## src/rtl/booth_product_accumulator_if.sv

```systemverilog
// booth_product_accumulator_if: product input and result output handshakes of the accumulator
interface booth_product_accumulator_if #(parameter int ACC_W = 24);
  logic start, in_valid, in_ready, out_valid, out_ready, overflow, busy;
  logic [15:0] product;
  logic [ACC_W-1:0] acc_out;
  modport master(output start, product, in_valid, out_ready, input in_ready, acc_out, out_valid, overflow, busy);
  modport slave(input start, product, in_valid, out_ready, output in_ready, acc_out, out_valid, overflow, busy);
endinterface

```

## src/rtl/booth_product_accumulator.sv

```systemverilog
// booth_product_accumulator: sums N_TERMS signed 16-bit products into an ACC_W accumulator.
// Define BOOTH_ACC_SATURATE_EN to clamp on overflow instead of wrapping.
module booth_product_accumulator #(
  parameter int N_TERMS = 8,
  parameter int ACC_W = 24
) (
  input logic clk,
  input logic rst_n,
  booth_product_accumulator_if.slave bus
);
  typedef enum logic [1:0] {IDLE, ACCUM, HOLD} state_t;
  state_t state, state_nx;
  logic [7:0] cnt;
  logic [ACC_W-1:0] acc, ext, sum, acc_nx, acc_out;
  logic ovf, ovf_add, hs, last;
  assign ext = ACC_W'($signed(bus.product));
  assign sum = acc + ext;
  assign ovf_add = (acc[ACC_W-1] == ext[ACC_W-1]) && (sum[ACC_W-1] != acc[ACC_W-1]);
`ifdef BOOTH_ACC_SATURATE_EN
  assign acc_nx = !ovf_add ? sum : acc[ACC_W-1] ? {1'b1, {(ACC_W-1){1'b0}}} : {1'b0, {(ACC_W-1){1'b1}}};
`else
  assign acc_nx = sum;
`endif
  assign bus.in_ready = state == ACCUM;
  assign bus.busy = state != IDLE;
  assign bus.acc_out = acc_out;
  assign bus.overflow = ovf;
  assign hs = bus.in_valid && bus.in_ready;
  assign last = cnt == 8'(N_TERMS - 1);
  always_comb begin
    state_nx = state;
    state_nx = (state == IDLE && bus.start) ? ACCUM :
               (hs && last) ? HOLD :
               (state == HOLD && bus.out_ready) ? IDLE : state;
  end
  always_ff @(posedge clk or negedge rst_n) begin
    if (!rst_n) begin
      state <= IDLE;
      acc <= '0;
      acc_out <= '0;
      bus.out_valid <= 1'b0;
      ovf <= 1'b0;
      cnt <= '0;
    end else begin
      state <= state_nx;
      bus.out_valid <= state_nx == HOLD;
      if (state == IDLE && bus.start) begin
        acc <= '0;
        ovf <= 1'b0;
        cnt <= '0;
      end else if (hs) begin
        acc <= acc_nx;
        ovf <= ovf | ovf_add;
        cnt <= cnt + 8'd1;
        if (last) acc_out <= acc_nx;
      end
    end
  end
endmodule

```

## src/flat_wrapper.sv

```systemverilog
// flat-port wrapper written by rule: the top's interface ports become plain ports
module booth_product_accumulator_flat 
#(
  parameter int N_TERMS = 8,
  parameter int ACC_W = 24
)
  (clk, rst_n, bus_start, bus_product, bus_in_valid, bus_out_ready, bus_in_ready, bus_acc_out, bus_out_valid, bus_overflow, bus_busy);
  booth_product_accumulator_if #(.ACC_W(ACC_W)) bus_i ();
  input logic clk;
  input logic rst_n;
  input wire logic [$bits(bus_i.start)-1:0] bus_start;
  input wire logic [$bits(bus_i.product)-1:0] bus_product;
  input wire logic [$bits(bus_i.in_valid)-1:0] bus_in_valid;
  input wire logic [$bits(bus_i.out_ready)-1:0] bus_out_ready;
  output wire logic [$bits(bus_i.in_ready)-1:0] bus_in_ready;
  output wire logic [$bits(bus_i.acc_out)-1:0] bus_acc_out;
  output wire logic [$bits(bus_i.out_valid)-1:0] bus_out_valid;
  output wire logic [$bits(bus_i.overflow)-1:0] bus_overflow;
  output wire logic [$bits(bus_i.busy)-1:0] bus_busy;
  assign bus_i.start = bus_start;
  assign bus_i.product = bus_product;
  assign bus_i.in_valid = bus_in_valid;
  assign bus_i.out_ready = bus_out_ready;
  assign bus_in_ready = bus_i.in_ready;
  assign bus_acc_out = bus_i.acc_out;
  assign bus_out_valid = bus_i.out_valid;
  assign bus_overflow = bus_i.overflow;
  assign bus_busy = bus_i.busy;
  booth_product_accumulator #(.N_TERMS(N_TERMS), .ACC_W(ACC_W)) u_core (.clk(clk), .rst_n(rst_n), .bus(bus_i));
endmodule
```

## config.mk

```make
export PLATFORM = sky130hd
export DESIGN_NAME = booth_product_accumulator_flat
export DESIGN_NICKNAME = d
export VERILOG_FILES = /design/src/rtl/booth_product_accumulator_if.sv /design/src/rtl/booth_product_accumulator.sv /design/src/flat_wrapper.sv
export SDC_FILE = /design/constraint.sdc
export NUM_CORES = 1
export LEC_CHECK = 0
export ABC_AREA = 0
export BUFFER_PORTS_ARGS = -buffer_cell sky130_fd_sc_hd__buf_2
export CAP_MARGIN = 20
export CELL_PAD_IN_SITES_DETAIL_PLACEMENT = 1
export CELL_PAD_IN_SITES_GLOBAL_PLACEMENT = 2
export CORE_AREA = 2 2 105 107
export DETAILED_ROUTE_END_ITERATION = 6
export DIE_AREA = 0 0 107 109
export PLACE_DENSITY = 0.83
export REMOVE_ABC_BUFFERS = 1
export SYNTH_ARGS = -nofsm -noshare
export SYNTH_HDL_FRONTEND = slang
export SYNTH_SLANG_ARGS = --single-unit
```

## constraint.sdc

```tcl
create_clock -name clk -period 2.7 [get_ports clk]
set_input_delay 0.27 -clock clk [delete_from_list [all_inputs] [get_ports clk]]
set_output_delay 0.27 -clock clk [all_outputs]
set_load 0.05 [all_outputs]
```

==> After elaboration in Yosys (flattened, before gate mapping) <==
Index checks and enable logic that the tools add are counted.
{ "totals": {"regBits": 60, "latch_bits": 0, "ramBits": 0, "romBits": 0, "in_bits": 21, "output_inout_bits": 28, "wordCells": 34, "mem_count": 0} }
{ "classes": {"n_addsub": 2, "n_mul": 0, "n_div": 0, "magnitude_cmp": 0, "n_eq_ne": 6, "shifts": 0, "n_mux": 9, "bitwise_logic": 2, "n_reduce_logical": 9} }
{ "op_table": {"columns": ["op", "count"], "rows": [
  ["2-to-1 mux 24 bit", 2],
  ["adder 24 bit", 1],
  ["2-to-1 mux 8 bit", 2],
  ["adder 8 x 1 -> 8 bit (second input constant)", 1],
  ["== test 8 x 3 -> 1 bit (second input constant)", 1],
  ["2-to-1 mux 2 bit", 3],
  ["logical AND 1 bit", 5],
  ["== test 2 bit (second input constant)", 2],
  ["nonzero test 2 bit", 2],
  ["AND reduction 3 bit", 1],
  ["== test 2 x 1 -> 1 bit (second input constant)", 1],
  ["zero test 2 bit", 1],
  ["2-to-1 mux 1 bit", 2],
  ["== test 1 bit", 1],
  ["!= test 1 bit", 1],
  ["NOT 1 bit", 1],
  ["OR 1 bit", 1]
]} }

==> Logic depth before layout (Yosys ltp) <==
{ "depth": {"ltp_word": 6, "ltp_mapped": 9, "ltp_nobuf": 9} }

==> Worst setup path after synthesis <==
OpenSTA, ideal clock, no wires.
{ "synth_timing": {"path_kind": "flip-flop to flip-flop", "startpoint": "register u_core.acc[0]", "endpoint": "register u_core.acc_out[8], in the netlist u_core.bus.acc_out[8]", "setup_time_ns": 0.125, "arrival_ns": 2.252, "required_ns": 2.575, "path_slack_ns": 0.324, "stages_incl_launch_ff": 10, "n_path_buf": 0, "cell_sequence": "dfrtp_1 > ha_1 > fa_1 > a211o_1 > a211o_1 > nor2b_1 > o21a_1 > nor2_1 > xnor2_1 > mux2_2"} }
{ "synth_via": {"elab_chain_cells": 1} }
{ "synth_lines": {"columns": ["item", "line", "rtl"], "rows": [
  ["from (decl)", "booth_product_accumulator.sv:14", "logic [ACC_W-1:0] acc, ext, sum, acc_nx, acc_out;"],
  ["from (signal assigned)", "booth_product_accumulator.sv:52", "acc <= acc_nx;"],
  ["adder 24 bit", "booth_product_accumulator.sv:17", "assign sum = acc + ext;"],
  ["to (signal assigned)", "booth_product_accumulator.sv:55", "if (last) acc_out <= acc_nx;"],
  ["to (decl)", "booth_product_accumulator.sv:14", null]
]} }
No other way between the ends.
A chain may end at the register's enable or synchronous reset.

==> Final worst setup path <==
{ "layout_timing": {"startpoint": "register u_core.acc[1]", "endpoint": "register u_core.acc_out[23], in the netlist u_core.bus.acc_out[23]"} }
The elaborated chain is that of the path after synthesis.

==> tab_implementation.tex <==
\begin{tabular}{lr}
\hline
Metric & Value \\
\hline
\multicolumn{2}{l}{\textbf{Outcome}} \\
\quad Result of the run & finished, final reports clean \\
\multicolumn{2}{l}{\textbf{Cells and area}} \\
\quad Synth-to-Final Area Change & 19.1\% \\
\quad Final net count & between 400 and 500 \\
\quad Filler cell count & 1243 \\
\quad Leading cell types in the layout, fill and taps excluded & dfrtp\_1, nand2\_1, buf\_2 \\
\quad Post-route cell area & $\sim$4400 sq um \\
\quad Fraction of layout instances using a drive strength above 1 & 22.8\% \\
\quad Number of antenna diodes & 0 \\
\quad Most common cell after layout, fill and taps aside & dfrtp\_1 \\
\multicolumn{2}{l}{\textbf{Global route}} \\
\quad Number of global-route vias before repair & 3358 \\
\quad First-pass GRT wire length & around 17000 um \\
\quad Global-route usage over all layers & between 10\% and 20\% \\
\quad Remaining global-route overflow & 0 \\
\quad Maximum number of pins on one net before global-route repair & 32 \\
\quad Number of antenna violations at the first check in global routing & 0 \\
\multicolumn{2}{l}{\textbf{Routing}} \\
\quad DR vias/cell & $\sim$5.3 \\
\quad DR DRC count & 0 \\
\quad Final wirelength & $\sim$10000 um \\
\quad DRC violation total after the first TritonRoute iteration & between 60 and 70 \\
\quad Total via count in the routed design & roughly 3100 \\
\quad Router iterations before antenna repair & 4 \\
\quad ANT nets after route & 0 \\
\quad Routed wirelength normalized by instance count & between 15 and 20 um \\
\multicolumn{2}{l}{\textbf{Setup path}} \\
\quad WP data required & 2.94 ns \\
\quad Reg2Reg Capture Point & u\_core.bus.acc\_out[23] \\
\quad Reg-to-reg slack, setup & just over 0.2 ns \\
\quad Series of cell instances along the critical path & ha\_1 -> a21oi\_1 -> nand4b\_1 -> a21oi\_2 -> a221o\_1 -> a31oi\_4 -> xnor3\_1 -> mux2\_4 \\
\quad Type of the worst setup path & flop to flop \\
\quad Critical Path End Type & flop \\
\quad Family with the most delay on the worst path & compound AO/OA/AOI/OAI gates \\
\quad Cell with the largest stage delay on the worst path & dfrtp\_1 \\
\quad Delay of the slowest cell on the worst path & around 0.42 ns \\
\quad WP buf/inv & 0 \\
\quad Arrival time worst endpoint & roughly 2.7 ns \\
\quad Crit start category & flop \\
\quad Register-to-Register Path Depth & 8 \\
\quad CP max FO & 4 \\
\quad Origin of the critical flop-to-flop path & u\_core.acc[1] \\
\quad CP startpoint & u\_core.acc[1] \\
\multicolumn{2}{l}{\textbf{Timing}} \\
\quad Slew @ Worst Pin & between 0.7 and 0.8 ns \\
\quad Achievable frequency & about 400 MHz \\
\quad Finish-stage setup viols & 0 \\
\quad Final setup skew & 0.0160 ns \\
\quad Final worst-path cycle share & between 90\% and 100\% \\
\quad Max-slew headroom at the worst pin & roughly half \\
\quad Max-slew violation count & 0 \\
\quad Final-report hold violation count & 0 \\
\quad Final setup margin & 0.203 ns \\
\quad Clock period minus worst slack & $\sim$2.5 ns \\
\quad Unrepaired setup endpoints after global routing & false \\
\multicolumn{2}{l}{\textbf{Yosys}} \\
\quad Largest family of logic cells by synthesized area & compound AO/OA/AOI/OAI gates \\
\quad Async set-reset flop share out of synthesis & 100\% \\
\quad Top flip-flop cell by instance count after synthesis & dfrtp\_1 \\
\quad Synth Instances & roughly 390 \\
\quad Adder and majority gate portion of the synthesized area & slightly below 9\% \\
\quad Share of the yosys chip area belonging to registers & between 40 and 50\% \\
\quad Synth Area in Compound Gates & 19.4\% \\
\quad Synth Cell Area & between 3000 and 4000 sq um \\
\quad Netlist cell types & 53 \\
\quad Number of warnings reported in the yosys synthesis log & 0 \\
\quad Synthesis-stage register bit count & 60 \\
\quad Xor and xnor area share after synthesis & 6.34\% \\
\quad Synth Area in Simple Gates & between 10\% and 20\% \\
\quad Average footprint of a synthesized cell & 9.52 sq um \\
\quad EDFF count, synth & 0 \\
\quad Mux cell area share after synthesis & $\sim$5.8\% \\
\multicolumn{2}{l}{\textbf{Power}} \\
\quad Worst-case vdd ir drop & between 0.5 and 0.6 mV \\
\quad Power density normalized to cell area & approximately 1400 nW/um\^{}2 \\
\quad Static Leak & 0.00216 uW \\
\multicolumn{2}{l}{\textbf{Place}} \\
\quad Detailed-placement wirelength estimate & $\sim$7600 um \\
\quad RD Place Congestion & between 0.7 and 0.8 \\
\quad Worst setup slack after placement & about 0.11 ns \\
\quad Placed cell area & between 4000 and 5000 sq um \\
\quad Port Buffer Count & 48 \\
\multicolumn{2}{l}{\textbf{Clock network}} \\
\quad Inserted Clock Buffers & 9 \\
\quad Post-CTS setup buffer count & 0 \\
\quad Clock-pin slew on the worst setup and hold paths & roughly 0.070 ns \\
\quad Root buf cell & clkbuf\_8 \\
\quad Clock sink count & 60 \\
\quad Skew-Pair Late Insertion Delay & around 0.36 ns \\
\quad H-tree lvl count & 3 \\
\quad Max Buffers Root-to-Sink & 2 \\
\quad TritonCTS clock tree & done \\
\multicolumn{2}{l}{\textbf{Floorplan}} \\
\quad CORE AREA & 10600 sq um \\
\quad Starting utilization of the core area & 34.6\% \\
\quad Ports & slightly below 50 \\
\quad Die width & roughly 110 um \\
\quad Number of core rows & 38 \\
\quad Total Die Area & around 12000 sq um \\
\quad Die Ht & 109 um \\
\multicolumn{2}{l}{\textbf{Hold path}} \\
\quad HP Start & bus\_out\_ready \\
\quad Number of cells on the worst hold path & 2 \\
\quad Path class of the lowest-slack min-delay path & input port to flop \\
\quad Terminating pin of the worst hold path & u\_core.bus.out\_valid \\
\multicolumn{2}{l}{\textbf{Job}} \\
\quad Number of max-cap violations & 0 \\
\hline
\end{tabular}
==> registers in the layout (all words and copies together), names as in the netlist <==
signal and cells:
u_core.bus.acc_out 24, u_core.bus.overflow 1, u_core.acc 24, u_core.cnt 8, u_core.state 2, u_core.bus.out_valid 1
==> cells by family after synthesis <==
kind of cell / after synthesis
XOR/XNOR: 25
buffers and inverters: 26
AND/OR/NAND/NOR: 128
adder cells (fa/ha/maj): 25
multiplexers: 19
AO/OA/AOI/OAI: 103
flip-flops: 60
==> cell usage after synthesis, types with 7 or more instances <==
master / number / area, sq um
a21o_1: 9 / 67.6
xor2_1: 12 / 105
clkbuf_1: 10 / 37.5
mux2_2: 13 / 146
nand4_1: 11 / 68.8
a22o_1: 18 / 158
ha_1: 24 / 300
nand2_1: 53 / 199
nand3_1: 8 / 40.0
o21ai_0: 14 / 70.1
xnor2_1: 12 / 105
nor2_1: 29 / 109
dfrtp_1: 60 / 1500
buf_2: 8 / 40.0
inv_1: 7 / 26.3
a21oi_1: 29 / 145
==> power breakdown <==
part	leakage, uW	total, uW	internal (uW)	switching (uW)
logic	0.00129	3520	1300	2230
clock network	0.000106	859	478	381
registers	0.000765	1540	1290	257
==> worst max path at each step <==
stage | endpoint | slack [ns] | cells past startpoint
finish | u_core.bus.acc_out[23] | 0.20 | 8
CTS | u_core.bus.acc_out[20] | 0.08 | 9
global placement | u_core.bus.acc_out[20] | 0.15 | 10
detailed placement | u_core.acc[20] | 0.11 | 10
global route | u_core.bus.overflow | 0.005 | 8
floorplan | u_core.bus.acc_out[11] | -0.54 | 5
==> stage by stage <==
stage / TNS, ns / cells / hold WS (ns) / utilization, % / total power [uW]
finish: 0 / 587 / 0.139 / 41.3 / 5920
CTS: 0 / 587 / 0.129 / 41.1 / 5960
global placement: 0 / 570 / 0.380 / 39.0 / 4950
floorplan: -10.17 / 367 / -0.0256 / - / 4100
global route: 0 / 587 / 0.139 / 41.3 / 6380
detailed placement: 0 / 570 / 0.389 / 39.0 / 5060
==> layout make-up <==
class                   instances  area [sq um]  area share, %
well taps                     140           175           4.00
repair buffers                 64           375           8.58
multi-input cells             300          2090           47.7
clock buffers                  11           151           3.46
flip-flops and latches         60          1500           34.3
inverters                       7          26.3          0.600
clock inverters                 5          60.1           1.37
==> per-layer routing <==
metal / vias to the layer above / share of wire (%) / GRT usage [%] / wire length [um]
met5: - / 0 / 0 / 0
met4: 0 / 2.1 / 8.81 / 211
met2: 37 / 49 / 31.4 / 4940
li1: 1508 / - / - / -
met1: 1575 / 47 / 24.0 / 4720
met3: 16 / 2.0 / 2.57 / 204
==> timing repair <==
action	4_1_cts	5_1_grt
gates resized for setup	0	3
endpoints found under the setup margin	0	7
hold buffers	1	0
endpoints found under the hold margin	18	0
(Power assumes the default switching activity.)
